`src/rtl/kronos_dmem_ctrl.sv`:
```
// -----------------------------------------------------------------------------
// kronos_dmem_ctrl
//
// Data-memory controller placed directly after the Kronos load/store unit.
// It turns the LSU's word-aligned req/ack data interface into accesses on a
// single-port synchronous SRAM with byte write-enables. It also inserts a
// configurable number of wait states and flags accesses outside the address
// window. Only one transaction is in flight, and latency is fixed.
//
// Handshake (req/ack):
//   The LSU raises data_req and keeps it and the request fields stable until
//   it sees data_ack=1. The controller samples a request only in IDLE. It
//   acknowledges with exactly one data_ack pulse exactly 3+WAIT_STATES cycles
//   after the sampling cycle. data_rd_data and bus_err are meaningful only
//   while data_ack=1 and read 0 otherwise. A data_req still high in the cycle
//   after the ack is treated as a new request.
//
// Parameters:
//   ADDR_WIDTH  - SRAM word-address width; window = 4*2**ADDR_WIDTH bytes
//   BASE_ADDR   - window base, aligned to the window size
//   WAIT_STATES - extra cycles (0..15) inserted before the ack
//
// Ports:
//   clk, rstz      - clock; asynchronous active-low reset
//   data_addr      - request byte address (bits [1:0] ignored)
//   data_wr_data   - store data, already lane-rotated by the LSU
//   data_wr_mask   - byte write enables (bit i = lane i)
//   data_wr_en     - 1 = write, 0 = read
//   data_req       - request, held until acked
//   data_ack       - one-cycle completion pulse
//   data_rd_data   - read data, valid while data_ack=1
//   bus_err        - out-of-window flag, pulses with data_ack
//   sram_*         - SRAM command outputs / read data input
//   dbg_state      - current FSM state, for observation only
// -----------------------------------------------------------------------------
module kronos_dmem_ctrl #(
    parameter int          ADDR_WIDTH  = 12,
    parameter logic [31:0] BASE_ADDR   = 32'h0000_0000,
    parameter int          WAIT_STATES = 0
) (
    input  logic                  clk,
    input  logic                  rstz,
    input  logic [31:0]           data_addr,
    input  logic [31:0]           data_wr_data,
    input  logic [3:0]            data_wr_mask,
    input  logic                  data_wr_en,
    input  logic                  data_req,
    output logic                  data_ack,
    output logic [31:0]           data_rd_data,
    output logic                  bus_err,
    output logic                  sram_cs,
    output logic                  sram_we,
    output logic [ADDR_WIDTH-1:0] sram_addr,
    output logic [3:0]            sram_wmask,
    output logic [31:0]           sram_wdata,
    input  logic [31:0]           sram_rdata,
    output logic [2:0]            dbg_state
);

    localparam logic [2:0] IDLE    = 3'd0;
    localparam logic [2:0] ACCESS  = 3'd1;
    localparam logic [2:0] CAPTURE = 3'd2;
    localparam logic [2:0] ST_WAIT = 3'd3;
    localparam logic [2:0] RESP    = 3'd4;

    localparam logic [3:0] WS_LAST = 4'(WAIT_STATES);

    logic [2:0]            r_state;
    logic [3:0]            r_wcnt;
    logic                  r_we;
    logic                  r_in_win;
    logic [31:0]           r_capture;
    logic                  r_sram_cs;
    logic                  r_sram_we;
    logic [ADDR_WIDTH-1:0] r_sram_addr;
    logic [3:0]            r_sram_wmask;
    logic [31:0]           r_sram_wdata;

    logic w_in_win;
    logic w_resp;
    logic w_unused_addr_lsbs;

    // Window check compares only the bits above the window offset.
    assign w_in_win = (data_addr[31:ADDR_WIDTH+2] == BASE_ADDR[31:ADDR_WIDTH+2]);

    // Word-aligned interface: the byte offset carries no information here.
    assign w_unused_addr_lsbs = ^data_addr[1:0];

    always_ff @(posedge clk or negedge rstz) begin
        if (!rstz) begin
            r_state      <= IDLE;
            r_wcnt       <= 4'd0;
            r_we         <= 1'b0;
            r_in_win     <= 1'b0;
            r_capture    <= 32'h0;
            r_sram_cs    <= 1'b0;
            r_sram_we    <= 1'b0;
            r_sram_addr  <= '0;
            r_sram_wmask <= 4'h0;
            r_sram_wdata <= 32'h0;
        end else begin
            case (r_state)
                IDLE: begin
                    if (data_req) begin
                        // The request is latched here. From this point on,
                        // the LSU-side inputs are ignored until the next IDLE.
                        r_we         <= data_wr_en;
                        r_in_win     <= w_in_win;
                        r_sram_cs    <= w_in_win;
                        r_sram_we    <= w_in_win & data_wr_en;
                        r_sram_addr  <= data_addr[ADDR_WIDTH+1:2];
                        r_sram_wmask <= (w_in_win && data_wr_en) ? data_wr_mask : 4'h0;
                        r_sram_wdata <= data_wr_data;
                        r_state      <= ACCESS;
                    end
                end
                ACCESS: begin
                    r_sram_cs    <= 1'b0;
                    r_sram_we    <= 1'b0;
                    r_sram_wmask <= 4'h0;
                    r_state      <= CAPTURE;
                end
                CAPTURE: begin
                    // SRAM read data is valid in the cycle after the chip select.
                    r_capture <= (r_in_win && !r_we) ? sram_rdata : 32'h0;
                    if (WAIT_STATES > 0) begin
                        r_wcnt  <= 4'd1;
                        r_state <= ST_WAIT;
                    end else begin
                        r_state <= RESP;
                    end
                end
                ST_WAIT: begin
                    if (r_wcnt == WS_LAST) begin
                        r_wcnt  <= 4'd0;
                        r_state <= RESP;
                    end else begin
                        r_wcnt <= r_wcnt + 4'd1;
                    end
                end
                RESP: begin
                    r_state <= IDLE;
                end
                default: begin
                    r_state <= IDLE;
                end
            endcase
        end
    end

    // The response outputs are decoded from registers only. Because of that,
    // they drop to 0 as soon as RESP is left or reset is asserted.
    assign w_resp       = (r_state == RESP);
    assign data_ack     = w_resp;
    assign data_rd_data = w_resp ? r_capture : 32'h0;
    assign bus_err      = w_resp & ~r_in_win;

    assign sram_cs    = r_sram_cs;
    assign sram_we    = r_sram_we;
    assign sram_addr  = r_sram_addr;
    assign sram_wmask = r_sram_wmask;
    assign sram_wdata = r_sram_wdata;

    assign dbg_state  = r_state;

endmodule

```
`config.mk`:
```
export PLATFORM = sky130hd
export DESIGN_NAME = kronos_dmem_ctrl
export DESIGN_NICKNAME = d
export VERILOG_FILES = /design/src/rtl/kronos_dmem_ctrl.sv
export SDC_FILE = /design/constraint.sdc
export NUM_CORES = 1
export LEC_CHECK = 0
export ABC_CLOCK_PERIOD_IN_PS = 4600
export CAP_MARGIN = 20
export CORE_MARGIN = 3
export CORE_UTILIZATION = 30
export CTS_BUF_LIST = sky130_fd_sc_hd__clkbuf_4 sky130_fd_sc_hd__clkbuf_8 sky130_fd_sc_hd__clkbuf_16
export CTS_CLUSTER_SIZE = 16
export DETAILED_ROUTE_END_ITERATION = 8
export SLEW_MARGIN = 20
export SYNTH_ARGS = -nofsm -noshare
export SYNTH_HDL_FRONTEND = slang
export SYNTH_SLANG_ARGS = --single-unit
export TNS_END_PERCENT = 5
```
`constraint.sdc`:
```
create_clock -name clk -period 4.6 [get_ports clk]
set_input_delay 0.92 -clock clk [delete_from_list [all_inputs] [get_ports clk]]
set_output_delay 0.92 -clock clk [all_outputs]
set_load 0.01 [all_outputs]
```
---- After elaboration in Yosys (flattened, before gate mapping) ----
Cells that the tools add are included.
word-level totals
  flip-flop bits (word level) ............. 91
  input bits .............................. 104
  word-level logic and storage cells ...... 43
  output and inout port bits .............. 87
operators by class
  add/sub/neg operators ................... 1
  equal/unequal tests ..................... 6
  bitwise gates (word level) .............. 3
  reduce and logical (&&, ||, !) cells .... 10
  muxes and demuxes ....................... 13
operators by type and width
  kind                                                  number
  two-way mux 32 bit                                    2
  zero test 18 bit                                      1
  two-way mux 4 bit                                     3
  one-hot mux 3 bit (4 select lines)                    1
  one-hot mux 4 bit (2 select lines)                    1
  equality test 3 x 2 -> 1 bit (second input constant)  2
  two-way mux 3 bit                                     2
  AND reduction 2 bit                                   3
  adder 4 x 1 -> 4 bit (second input constant)          1
  zero test 4 bit                                       1
  != test 2 bit (second input constant)                 2
  one-hot mux 1 bit (2 select lines)                    2
  equality test 3 x 1 -> 1 bit (second input constant)  1
  equality test 3 bit (second input constant)           1
  zero test 3 bit                                       1
  AND 1 bit                                             2
  logical AND 1 bit                                     2
  two-way mux 1 bit                                     2
  nonzero test 2 bit                                    1
  zero test 1 bit                                       1
  NOT 1 bit                                             1

---- Longest topological paths before layout ----
  depth after elaboration ................. 5
  mapped depth ............................ 5
  depth with buffers taken out ............ 5

---- Worst setup path before layout ----
Ideal clock, no wire load.
  path type ............................... reg2out
  from .................................... register r_state[2], in the netlist dbg_state[2]
  to ...................................... output port data_rd_data[22]
  arrival time ............................ 1.345 ns
  path slack .............................. 2.335 ns
  stages on the path, launching flop included .. 5
  data required time ...................... 3.680 ns
  buffers on the path ..................... 1
  cells stage by stage .................... dfrtp_1 > inv_1 > nor3_1 > buf_2 > and2_1
between the ends
  cells in the longest elaborated chain, start to end .. 2
ends and longest elaborated chain
  what                      RTL line  RTL
  start: declaration        68        logic [2:0] r_state;
  start signal: assignment  91        r_state <= IDLE;
  start signal: assignment  114       r_state <= ACCESS;
  start signal: assignment  121       r_state <= CAPTURE;
  equality test 3 bit       153       assign w_resp = (r_state == RESP);
  net data_ack              48        output logic data_ack,
  two-way mux 32 bit        155       assign data_rd_data = w_resp ? r_capture : 32'h0;
  end: declaration          49        output logic [31:0] data_rd_data,
The timed path passes the listed nets, and every way through them passes these cells.

---- Final worst setup path ----
  from .................................... register r_state[2], in the netlist dbg_state[2]
  to ...................................... output port data_rd_data[17]
between the ends
  cells in the longest elaborated chain, start to end .. 2
ends and longest elaborated chain
  what                 RTL line
  equality test 3 bit  153
  two-way mux 32 bit   155
No other way between the ends.

==> results by group <==
Run status
  – Run status: finished clean

Final layout
  – Area occupied by registers: 2280 um^2
  – Signed area change from the synthesized netlist to the final layout: 60.5%
  – Fraction of layout instances using a drive strength above 1: 13.7%
  – Post-layout net count: 629
  – Design area: 6150 um^2
  – Commonest cells after routing, fill and taps aside: clkdlybuf4s50_1, dfrtp_1, nand2_1
  – Footprint of the multi-input gates: 1430 um^2
  – Layout fillers: 1,120
  – N_diodes: 0
  – Leading cell type in the layout, fill and taps excluded: clkdlybuf4s50_1

CTS
  – Buffer depth of the longest clock path: 2
  – Clock tree from TritonCTS: done
  – Number of levels the H-tree was split into: 3
  – Post-CTS clock slew at the launch and capture registers of the worst setup and hold paths: 0.06 ns
  – Setup bufs post-CTS: 0
  – Cts bufs inserted: 9
  – Clk sink count: 91
  – Source-to-sink clock delay at the later pin of the worst-skew pair: 0.33 ns
  – CTS Root Cell: clkbuf_16
  – Count of hold buffers inserted by post-cts repair: 0
  – Quantity of gates resized following cts: 0

Floorplanning
  – Floorplan die height: 119 um
  – Area of the die: 14,200 um^2
  – Initial Utilization: 31.2%
  – Count of pins on the block boundary: 191
  – Floorplan Core Area: 12,300 um^2
  – Die boundary width: 119 um
  – Site Rows: 40

Global routing
  – Antenna violations before repair: 0
  – Tot GR Track Use: 15.3%
  – Gr ovfl total: 0
  – Via count of the first global-routing pass: 3,373
  – Maximum number of pins on one net before global-route repair: 67
  – Wire length of the first global-routing pass: 17.2 mm

Yosys
  – Syn_nets: 446
  – Mapped Area: 3830 um^2
  – Number of enable flip-flop cells after synthesis: 0
  – Warnings, synthesis: 0
  – Sequential share of the synthesized area: 59.5%
  – Number of distinct library cells after synthesis: 32
  – Number of register bits inferred by synthesis: 91
  – Cell count after synthesis: 340
  – Asr flop ratio synth: 100%
  – Average instance area after synthesis: 11.3 um^2
  – Main flop type after synthesis: dfrtp_1

Timing
  – Slack of the critical path: 1.55 ns
  – Final sum of negative setup slack: 0 ns
  – Worst clock skew: 0.00223 ns
  – Actual transition at the worst max-transition pin: 0.856 ns
  – Final count of pins violating max slew: 0
  – Highest achievable clock rate: 327 MHz
  – Final hold violation count: 0
  – Final cycle utilization of the critical path: 66.4%
  – Time the worst path needs with I/O delays and setup: 3.05 ns
  – Max transition margin: 42.9%
  – Setup repair after global routing missed its margin: no
  – Final setup violation count: 0

Route
  – Final antenna-violating net count: 0
  – Number of violations reported at the end of detailed-routing iteration 0: 138
  – DR pass1 iterations: 4
  – DRC viols: 0
  – Via-to-Cell Ratio: 4.47
  – Number of vias after detailed routing: 3,106
  – Average routed wire per standard cell: 15.0 um
  – Total Routed Length: 10.4 mm

Critical path
  – Worst Setup Start Kind: flop
  – Type of the worst setup path: flop to primary output
  – Critical path data required time: 3.68 ns
  – Worst Path Max Fanout: 33
  – Arrival @ worst endpoint: 2.13 ns
  – Type of destination of the critical path: primary output

Job
  – Max-Cap Viols: 0

Power and ir drop
  – Largest voltage drop on the vdd net: 0.298 mV
  – Power per cell area: 494 nW/um^2
  – Static leakage: 2.52 nW

Min path
  – Worst Hold Class: flop to flop

Place
  – Minimum setup slack after placement: 1.73 ns
  – Count of input and output buffers: 188
  – Placed instance area: 5860 um^2
  – HPWL after DPL: 7.56 mm
  – Routability Congestion: 0.745
## per-stage QoR
step           total power [mW]  utilization (%)  hold WS [ns]  instances
2_1_floorplan              1.72                -         0.442        340
3_3_place_gp               2.35             47.8         0.455        680
3_5_place_dp               2.37             47.8         0.462        680
4_1_cts                    3.10             50.1         0.476        695
5_1_grt                    3.25             50.1         0.501        695
6_report                   3.04             50.1         0.470        695
## path summary, 6_finish.rpt
path                          startpoint               end  slack (ns)  depth (start not counted)
setup / recovery            dbg_state[2]  data_rd_data[17]        1.55                          5
hold / removal             r_capture[30]     r_capture[30]        0.47                          2
setup reg to reg            dbg_state[0]     sram_wmask[1]        2.65                          4
hold reg to reg            r_capture[30]     r_capture[30]        0.47                          2
max in group asynchronous           rstz     r_capture[18]        3.02                          2
min in group asynchronous           rstz     r_capture[29]        0.68                          1
## metal layers
metal	track usage [%]	vias to the layer above	wire length, um	part of all wire [%]
met2	23.1	143	4550	44
met5	0	-	0	0
met4	6.81	0	205	2.0
li1	-	1508	-	-
met1	18.5	1441	4480	43
met3	7.55	14	1170	11
## power breakdown
part | total [mW] | switching, mW | internal (mW) | leakage [nW]
registers | 1.17 | 0.137 | 1.03 | 1.17
logic | 1.18 | 0.482 | 0.694 | 1.20
clock network | 0.696 | 0.285 | 0.412 | 0.145
## registers in the layout, summed over array words and instances (netlist names)
signal / flops
dbg_state: 3
r_capture: 32
r_in_win: 1
r_wcnt: 4
r_we: 1
sram_addr: 12
sram_cs: 1
sram_wdata: 32
sram_we: 1
sram_wmask: 4
## area by class of cell
class | instances | share of cell area, %
clock inverter | 2 | 0.163
sequential | 91 | 37.0
clock buffer | 13 | 4.46
inverter | 11 | 0.672
timing repair buffer | 192 | 31.1
tap | 168 | 3.42
multi-input combinational | 218 | 23.2
## cells in the mapped netlist, types with 2 or more instances
cell / count / area (um^2)
dfrtp_1: 91 / 2280
nand2_1: 67 / 251
mux2_2: 45 / 507
o21ai_0: 41 / 205
and2_1: 32 / 200
inv_1: 11 / 41.3
buf_2: 9 / 45.0
clkbuf_1: 7 / 26.3
nor4_1: 5 / 31.3
o41ai_1: 4 / 35.0
nand3_1: 3 / 15.0
buf_4: 2 / 15.0
clkbuf_2: 2 / 10.0
ha_1: 2 / 25.0
nor2_1: 2 / 7.51
## critical path, cell delays in order, from the launching register on
cell	delay, ns
dfrtp_1	0.47
inv_1	0.12
nor3_2	0.18
buf_4	0.30
and2_1	0.18
clkdlybuf4s50_1	0.54
## cells by family after synthesis
logic type      count (synthesis)  share of synthesized area [%]
simple gates                  118                           15.3
compound gates                 52                           7.55
buf+inv                        31                           3.59
flops                          91                           59.5
xor+xnor                        1                          0.229
fa+ha+maj                       2                          0.653
mux                            45                           13.2
No activity file was read; power rests on OpenSTA's default activity.
